===== config.mk =====
export PLATFORM = sky130hd
export DESIGN_NAME = etch_cursor_sequencer
export DESIGN_NICKNAME = d
export VERILOG_FILES = /design/src/rtl/etch_cursor_sequencer.sv
export SDC_FILE = /design/constraint.sdc
export NUM_CORES = 1
export LEC_CHECK = 0
export ABC_AREA = 1
export BUFFER_PORTS_ARGS = -buffer_cell sky130_fd_sc_hd__buf_2
export CELL_PAD_IN_SITES_DETAIL_PLACEMENT = 1
export CELL_PAD_IN_SITES_GLOBAL_PLACEMENT = 1
export CORE_UTILIZATION = 39
export CTS_BUF_LIST = sky130_fd_sc_hd__clkbuf_4 sky130_fd_sc_hd__clkbuf_8
export CTS_CLUSTER_SIZE = 16
export DETAILED_ROUTE_END_ITERATION = 12
export PLACE_DENSITY_LB_ADDON = 0.1
export SETUP_SLACK_MARGIN = 0.2
export SYNTH_ARGS = -nofsm -noshare
export SYNTH_HDL_FRONTEND = slang
export SYNTH_SLANG_ARGS = --single-unit

===== constraint.sdc =====
create_clock -name clk_clk -period 2.8 [get_ports clk_clk]
set_input_delay 0.14 -clock clk_clk [delete_from_list [all_inputs] [get_ports clk_clk]]
set_output_delay 0.14 -clock clk_clk [all_outputs]
set_load 0.005 [all_outputs]

===== src/rtl/etch_cursor_sequencer.sv =====
`default_nettype none
// ============================================================================
// Module   : etch_cursor_sequencer
// Brief    : Rotary events -> clamped drawing cursor; sequences framebuffer pixel
//            writes (valid/ready) with round-robin X/Y service and screen clear.
// Revision : 1.0
// ============================================================================
module etch_cursor_sequencer #(
    parameter int X_MAX    = 639,
    parameter int Y_MAX    = 479,
    parameter int XW       = 10,
    parameter int YW       = 9,
    parameter int PEND_LIM = 7
) (
    input  logic          clk_clk,
    input  logic          reset_reset_n,
    input  logic          x_cw,
    input  logic          x_ccw,
    input  logic          y_cw,
    input  logic          y_ccw,
    input  logic          clear_req,
    output logic          pix_valid,
    input  logic          pix_ready,
    output logic [XW-1:0] pix_x,
    output logic [YW-1:0] pix_y,
    output logic          pix_colour,
    output logic [XW-1:0] cur_x,
    output logic [YW-1:0] cur_y,
    output logic [7:0]    seg_value,
    output logic          busy
);

    localparam logic [1:0] c_IDLE  = 2'd0;
    localparam logic [1:0] c_WRITE = 2'd1;
    localparam logic [1:0] c_CLEAR = 2'd2;

    localparam logic [XW-1:0]     c_X_MAX  = XW'(X_MAX);
    localparam logic [YW-1:0]     c_Y_MAX  = YW'(Y_MAX);
    localparam logic [XW-1:0]     c_X_HOME = XW'(X_MAX >> 1);
    localparam logic [YW-1:0]     c_Y_HOME = YW'(Y_MAX >> 1);
    localparam logic signed [4:0] c_PHI    = 5'(PEND_LIM);
    localparam logic signed [4:0] c_PLO    = -5'(PEND_LIM);

    logic [1:0]        r_state;
    logic [XW-1:0]     r_cur_x, r_pix_x, r_scan_x;
    logic [YW-1:0]     r_cur_y, r_pix_y, r_scan_y;
    logic signed [3:0] r_pend_x, r_pend_y;
    logic              r_clr_pend, r_rr, r_pix_valid, r_pix_colour, r_scan_done;
    logic [7:0]        r_seg;

    logic              w_serve_x, w_serve_y, w_x_up, w_y_up, w_x_block, w_y_block;
    logic [XW-1:0]     w_x_next;
    logic [YW-1:0]     w_y_next;
    logic signed [3:0] w_pend_x_next, w_pend_y_next;

    // Net of rotary event and FSM service, then saturate to +/-PEND_LIM.
    function automatic logic signed [3:0] pend_update(input logic signed [3:0] p,
                                                      input logic up, input logic dn,
                                                      input logic serve);
        logic signed [4:0] s;
        s = {p[3], p};
        if (up)    s = s + 5'sd1;
        if (dn)    s = s - 5'sd1;
        if (serve) s = p[3] ? s + 5'sd1 : s - 5'sd1;
        if (s > c_PHI) s = c_PHI;
        if (s < c_PLO) s = c_PLO;
        return s[3:0];
    endfunction

    always_comb begin
        w_serve_x     = (r_state == c_IDLE) && !r_clr_pend && (r_pend_x != 4'sd0)
                        && (!r_rr || (r_pend_y == 4'sd0));
        w_serve_y     = (r_state == c_IDLE) && !r_clr_pend && (r_pend_y != 4'sd0)
                        && !w_serve_x;
        w_x_up        = !r_pend_x[3];
        w_y_up        = !r_pend_y[3];
        w_x_block     = w_x_up ? (r_cur_x == c_X_MAX) : (r_cur_x == '0);
        w_y_block     = w_y_up ? (r_cur_y == c_Y_MAX) : (r_cur_y == '0);
        w_x_next      = w_x_up ? r_cur_x + XW'(1) : r_cur_x - XW'(1);
        w_y_next      = w_y_up ? r_cur_y + YW'(1) : r_cur_y - YW'(1);
        w_pend_x_next = pend_update(r_pend_x, x_cw, x_ccw, w_serve_x);
        w_pend_y_next = pend_update(r_pend_y, y_cw, y_ccw, w_serve_y);
    end

    always_ff @(posedge clk_clk) begin
        if (!reset_reset_n) begin
            r_state      <= c_IDLE;
            r_cur_x      <= c_X_HOME;
            r_cur_y      <= c_Y_HOME;
            r_pend_x     <= 4'sd0;
            r_pend_y     <= 4'sd0;
            r_clr_pend   <= 1'b0;
            r_rr         <= 1'b0;
            r_pix_valid  <= 1'b0;
            r_pix_x      <= '0;
            r_pix_y      <= '0;
            r_pix_colour <= 1'b0;
            r_seg        <= 8'd0;
            r_scan_x     <= '0;
            r_scan_y     <= '0;
            r_scan_done  <= 1'b0;
        end else begin
            r_pend_x <= w_pend_x_next;
            r_pend_y <= w_pend_y_next;
            case (r_state)
                c_IDLE: begin
                    if (r_clr_pend) begin
                        r_clr_pend  <= 1'b0;
                        r_scan_x    <= '0;
                        r_scan_y    <= '0;
                        r_scan_done <= 1'b0;
                        r_state     <= c_CLEAR;
                    end else if (w_serve_x) begin
                        r_rr <= 1'b1;
                        if (!w_x_block) begin
                            r_cur_x      <= w_x_next;
                            r_pix_x      <= w_x_next;
                            r_pix_y      <= r_cur_y;
                            r_pix_colour <= 1'b1;
                            r_pix_valid  <= 1'b1;
                            r_state      <= c_WRITE;
                        end
                    end else if (w_serve_y) begin
                        r_rr <= 1'b0;
                        if (!w_y_block) begin
                            r_cur_y      <= w_y_next;
                            r_pix_x      <= r_cur_x;
                            r_pix_y      <= w_y_next;
                            r_pix_colour <= 1'b1;
                            r_pix_valid  <= 1'b1;
                            r_state      <= c_WRITE;
                        end
                    end
                end
                c_WRITE: begin
                    if (pix_ready) begin
                        r_pix_valid <= 1'b0;
                        r_seg       <= r_seg + 8'd1;
                        r_state     <= c_IDLE;
                    end
                end
                c_CLEAR: begin
                    if (r_pix_valid) begin
                        if (pix_ready) begin
                            r_pix_valid <= 1'b0;
                            if (r_scan_x == c_X_MAX) begin
                                r_scan_x <= '0;
                                if (r_scan_y == c_Y_MAX) r_scan_done <= 1'b1;
                                else                     r_scan_y    <= r_scan_y + YW'(1);
                            end else begin
                                r_scan_x <= r_scan_x + XW'(1);
                            end
                        end
                    end else if (r_scan_done) begin
                        // Redraw the cursor dot the clear just erased.
                        r_pix_x      <= r_cur_x;
                        r_pix_y      <= r_cur_y;
                        r_pix_colour <= 1'b1;
                        r_pix_valid  <= 1'b1;
                        r_state      <= c_WRITE;
                    end else begin
                        r_pix_x      <= r_scan_x;
                        r_pix_y      <= r_scan_y;
                        r_pix_colour <= 1'b0;
                        r_pix_valid  <= 1'b1;
                    end
                end
                default: r_state <= c_IDLE;
            endcase
            // Placed last so a request coincident with CLEAR entry is not lost.
            if (clear_req) r_clr_pend <= 1'b1;
        end
    end

    assign pix_valid  = r_pix_valid;
    assign pix_x      = r_pix_x;
    assign pix_y      = r_pix_y;
    assign pix_colour = r_pix_colour;
    assign cur_x      = r_cur_x;
    assign cur_y      = r_cur_y;
    assign seg_value  = r_seg;
    assign busy       = (r_state != c_IDLE);

endmodule
`default_nettype wire


==> results.py <==
metrics = {
    "cells_and_area": {
        "sequential_cell_area_um2": 1610,
        "layout.cell_area.non_filler_um2": 6750,
        "multi_input_comb_area_um2": 3690,
        "layout-drive-gt1-share_pct": 20.0,
        "final.fill_count": 1891,
        "num_antenna_cells": 0,
        "final-instance-count-excl-fill": 1131,
        "area.growth.synth_to_final_pct": 19.5,
        "final_nets": 989,
    },
    "placement": {
        "place_congestion": 0.859,
        "dpl_worst_slack_ns": -0.112,
        "placedCellCount": 1097,
        "dpl.hpwl_um": 13700,
        "placed_cell_area_um2": 6200,
        "placement.io_buffers": 56,
    },
    "drt": {
        "m1WireLength_um": 9030,
        "detail-route-antenna-nets": 0,
        "routed_wirelength_um": 18800,
        "top_signal_layer_used": "met4",
        "drc_errors": 0,
        "initialDrtViolationCount": 322,
        "firstDrtPassIters": 5,
        "detailroute.wirelength.met3_um": 548,
        "via_density_per_instance": 5.34,
        "drt-wirelength-per-cell_um": 16.6,
        "met2RoutedLength_um": 9000,
        "detailroute.via_count": 6044,
    },
    "pwr": {
        "power_per_cell_area_nw_per_um2": 1280,
        "power.ir.vdd_worst_v": 0.000615,
        "total_power_mw": 8.62,
        "leakage_nw": 3.17,
    },
    "floorplan": {
        "dieArea_um2": 15000,
        "floorplan_core_area_um2": 14000,
        "die_width_um": 122,
        "initial_utilization_pct": 40.4,
        "placementRows": 43,
        "die_h_um": 122,
        "i_o_pins": 57,
    },
    "synth": {
        "yosysSeqAreaShare_pct": 28.4,
        "postSynth.topFlopCell": "sky130_fd_sc_hd__dfxtp_1",
        "synth_warnings": 0,
        "synth_common_cells": "191 x sky130_fd_sc_hd__nand2_1, 104 x sky130_fd_sc_hd__nor2_1, 100 x sky130_fd_sc_hd__inv_1",
        "postSynth.asyncResetShare_pct": 0,
        "yosys.cell_types.count": 52,
        "edff_count_synth": 0,
        "postSynthNetCount": 912,
        "postSynthCellCount": 870,
        "yosys-top-cells-area": "sky130_fd_sc_hd__dfxtp_1 28%, sky130_fd_sc_hd__nand2_1 13%, sky130_fd_sc_hd__nor2_1 6.9%, sky130_fd_sc_hd__ha_1 6.6%, sky130_fd_sc_hd__inv_1 6.6%",
        "yosys.cell_count.top_type": "sky130_fd_sc_hd__nand2_1",
        "synth_largest_area_cell": "sky130_fd_sc_hd__dfxtp_1",
        "post_synthesis_instance_area_um2": 5650,
        "netlist.area_leader.share_pct": 28.4,
        "postSynthRegisterBits": 80,
        "syn_avg_cell_area_um2": 6.49,
    },
    "global_routing": {
        "grt_pass1_vias": 6106,
        "antenna_found_initial": 0,
        "global_route.overflow_total": 0,
        "grt_use_total_pct": 25.9,
        "first_pass_grt_wire_length_um": 30600,
        "grt_max_degree": 46,
    },
    "sta": {
        "timing.max_slew.rel_slack_pct": 67.0,
        "timing.final.hold_violations": 0,
        "timing.final.crit_period_ns": 2.96,
        "setup_violations": 3,
        "worst_slew_pin_slew_ns": 0.494,
        "grt_setup_unrepaired": "true",
        "slew_violations": 0,
        "timing.clock.skew_ns": 0.0119,
        "achievable-frequency_ghz": 0.338,
        "share_of_the_clock_period_used_by_the_worst_path_after_layout_pct": 106,
        "least_setup_slack_across_all_paths_after_layout_ns": -0.162,
    },
    "hold_path": {
        "worst_hold_path_type": "input pin to register",
        "worst_hold_path.num_cells": 4,
    },
    "clock_network": {
        "clock_path_buffers": 2,
        "path_clk_slew_ns": 0.08,
        "h-tree-depth": 3,
        "clock_insertion_delay_worst_skew_ns": 0.36,
        "cts.root.buffer_cell": "sky130_fd_sc_hd__clkbuf_8",
        "numClockSinks": 80,
        "cts_tree": "yes",
        "cts-buffers-inserted": 9,
    },
    "worst_setup_path": {
        "crit_path_start_kind": "register",
        "crit_path_arrival_time_ns": 3.19,
        "endpoint_kind": "register",
        "crit_type": "register to register",
        "critical_path.max_fanout": 5,
        "worst_r2r_path_depth": 20,
        "timing.critical_path.required_ns": 3.03,
    },
    "run_status": {
        "violations": "setup timing",
        "status": "complete, but fails checks",
    },
    "job": {
        "max_cap_violations": 0,
    },
}
power breakdown:
group / leakage, nW / internal, mW / switching, mW
logic: 2.40 / 2.21 / 3.72
registers: 0.658 / 1.43 / 0.268
clock network: 0.116 / 0.556 / 0.435
total: 3.17 / 4.20 / 4.42
worst paths after layout:
path                     from          end  slack, ns
setup / recovery  r_pend_y[1]  r_pend_y[0]      -0.16
hold / removal      pix_ready   r_state[0]       0.17
setup reg to reg  r_pend_y[1]  r_pend_y[0]      -0.16
hold reg to reg    pix_colour   pix_colour       0.47
routing by layer:
layer  vias to the layer above  GRT usage (%)
met1                      2924           34.2
li1                       3006              -
met5                         -              0
met4                         0           7.01
met2                        94           44.7
met3                        20           2.60
cell type report:
class / count / area share, %
Clock buffer: 12 / 2.36
Clock inverter: 3 / 0.965
Inverter: 111 / 6.21
Multi-Input combinational cell: 651 / 54.8
Sequential cell: 80 / 23.8
Tap cell: 180 / 3.34
Timing Repair Buffer: 94 / 8.53
per-stage QoR:
stage / hold slack, ns / utilization (%) / setup TNS (ns)
final: 0.172 / 48.2 / -0.360
after global routing: 0.187 / 48.2 / -0.971
after CTS: 0.158 / 47.1 / -0.0478
after detailed placement: 0.358 / 44.3 / -0.418
after global placement: 0.352 / 44.3 / 0
after floorplan: 0.257 / - / 0
placed cells by master, fill, tap and decap left out, types with 4 or more instances in the layout:
master | Yosys | routed
sky130_fd_sc_hd__a211oi_1 | 7 | 7
sky130_fd_sc_hd__a21oi_1 | 69 | 65
sky130_fd_sc_hd__a21oi_2 | 1 | 4
sky130_fd_sc_hd__a31oi_1 | 4 | 4
sky130_fd_sc_hd__buf_2 | 5 | 56
sky130_fd_sc_hd__buf_4 | 2 | 35
sky130_fd_sc_hd__clkbuf_8 | 0 | 11
sky130_fd_sc_hd__dfxtp_1 | 80 | 75
sky130_fd_sc_hd__dfxtp_2 | 0 | 5
sky130_fd_sc_hd__ha_1 | 30 | 24
sky130_fd_sc_hd__ha_4 | 0 | 5
sky130_fd_sc_hd__inv_1 | 100 | 92
sky130_fd_sc_hd__inv_2 | 9 | 16
sky130_fd_sc_hd__nand2_1 | 191 | 182
sky130_fd_sc_hd__nand2_2 | 8 | 16
sky130_fd_sc_hd__nand3_1 | 65 | 60
sky130_fd_sc_hd__nand3_2 | 1 | 5
sky130_fd_sc_hd__nand4_1 | 15 | 15
sky130_fd_sc_hd__nor2_1 | 104 | 102
sky130_fd_sc_hd__nor2_2 | 3 | 5
sky130_fd_sc_hd__nor3_1 | 12 | 10
sky130_fd_sc_hd__nor4_1 | 4 | 4
sky130_fd_sc_hd__o211ai_1 | 10 | 10
sky130_fd_sc_hd__o21ai_0 | 58 | 56
sky130_fd_sc_hd__o21ai_1 | 7 | 7
sky130_fd_sc_hd__xnor2_1 | 6 | 6
sky130_fd_sc_hd__xor2_1 | 17 | 17
cell families (layout without fill, tap and decap cells):
logic type      Yosys count  in the layout  synth area share [%]
buf+inv                 139            220                  10.0
fa+ha+maj                34             34                  8.07
compound gates          173            173                  17.4
simple gates            419            419                  32.2
flops                    80             80                  28.4
xor+xnor                 23             23                  3.57
mux                       2              2                 0.355
state kept, by name, summed over array words and instances (netlist names):
name / cells
r_state: 2
r_scan_y: 9
pix_y: 9
pix_valid: 1
pix_x: 10
r_scan_x: 10
r_pend_y: 4
pix_colour: 1
r_rr: 1
cur_y: 9
cur_x: 10
r_scan_done: 1
seg_value: 8
r_clr_pend: 1
r_pend_x: 4
worst max-delay path: stages, from the launching register on:
cell	delay, ns
sky130_fd_sc_hd__dfxtp_2	0.36
sky130_fd_sc_hd__inv_2	0.06
sky130_fd_sc_hd__ha_4	0.26
sky130_fd_sc_hd__nand2_2	0.04
sky130_fd_sc_hd__o21ai_2	0.06
sky130_fd_sc_hd__inv_1	0.06
sky130_fd_sc_hd__ha_1	0.27
sky130_fd_sc_hd__or2_4	0.10
sky130_fd_sc_hd__a21boi_4	0.17
sky130_fd_sc_hd__inv_2	0.06
sky130_fd_sc_hd__fa_2	0.38
sky130_fd_sc_hd__nand3_2	0.09
sky130_fd_sc_hd__nand2_1	0.08
sky130_fd_sc_hd__nand2_2	0.09
sky130_fd_sc_hd__nand4_1	0.10
sky130_fd_sc_hd__nand2_1	0.12
sky130_fd_sc_hd__nand2_2	0.12
sky130_fd_sc_hd__inv_2	0.09
sky130_fd_sc_hd__o211ai_1	0.10
sky130_fd_sc_hd__a21oi_1	0.16
sky130_fd_sc_hd__nor2_1	0.06
what timing repair did:
| action | 4_1_cts | 5_1_grt |
|---|---|---|
| cloned | 0 | 0 |
| hold buffers | 1 | 0 |
| setup endpoints to repair | 8 | 9 |
| buffers inserted | 9 | 9 |
| pin swaps | 16 | 12 |
| resized for setup | 23 | 23 |
| hold endpoints to repair | 1 | 0 |
Power figures use the tool's default switching activity.
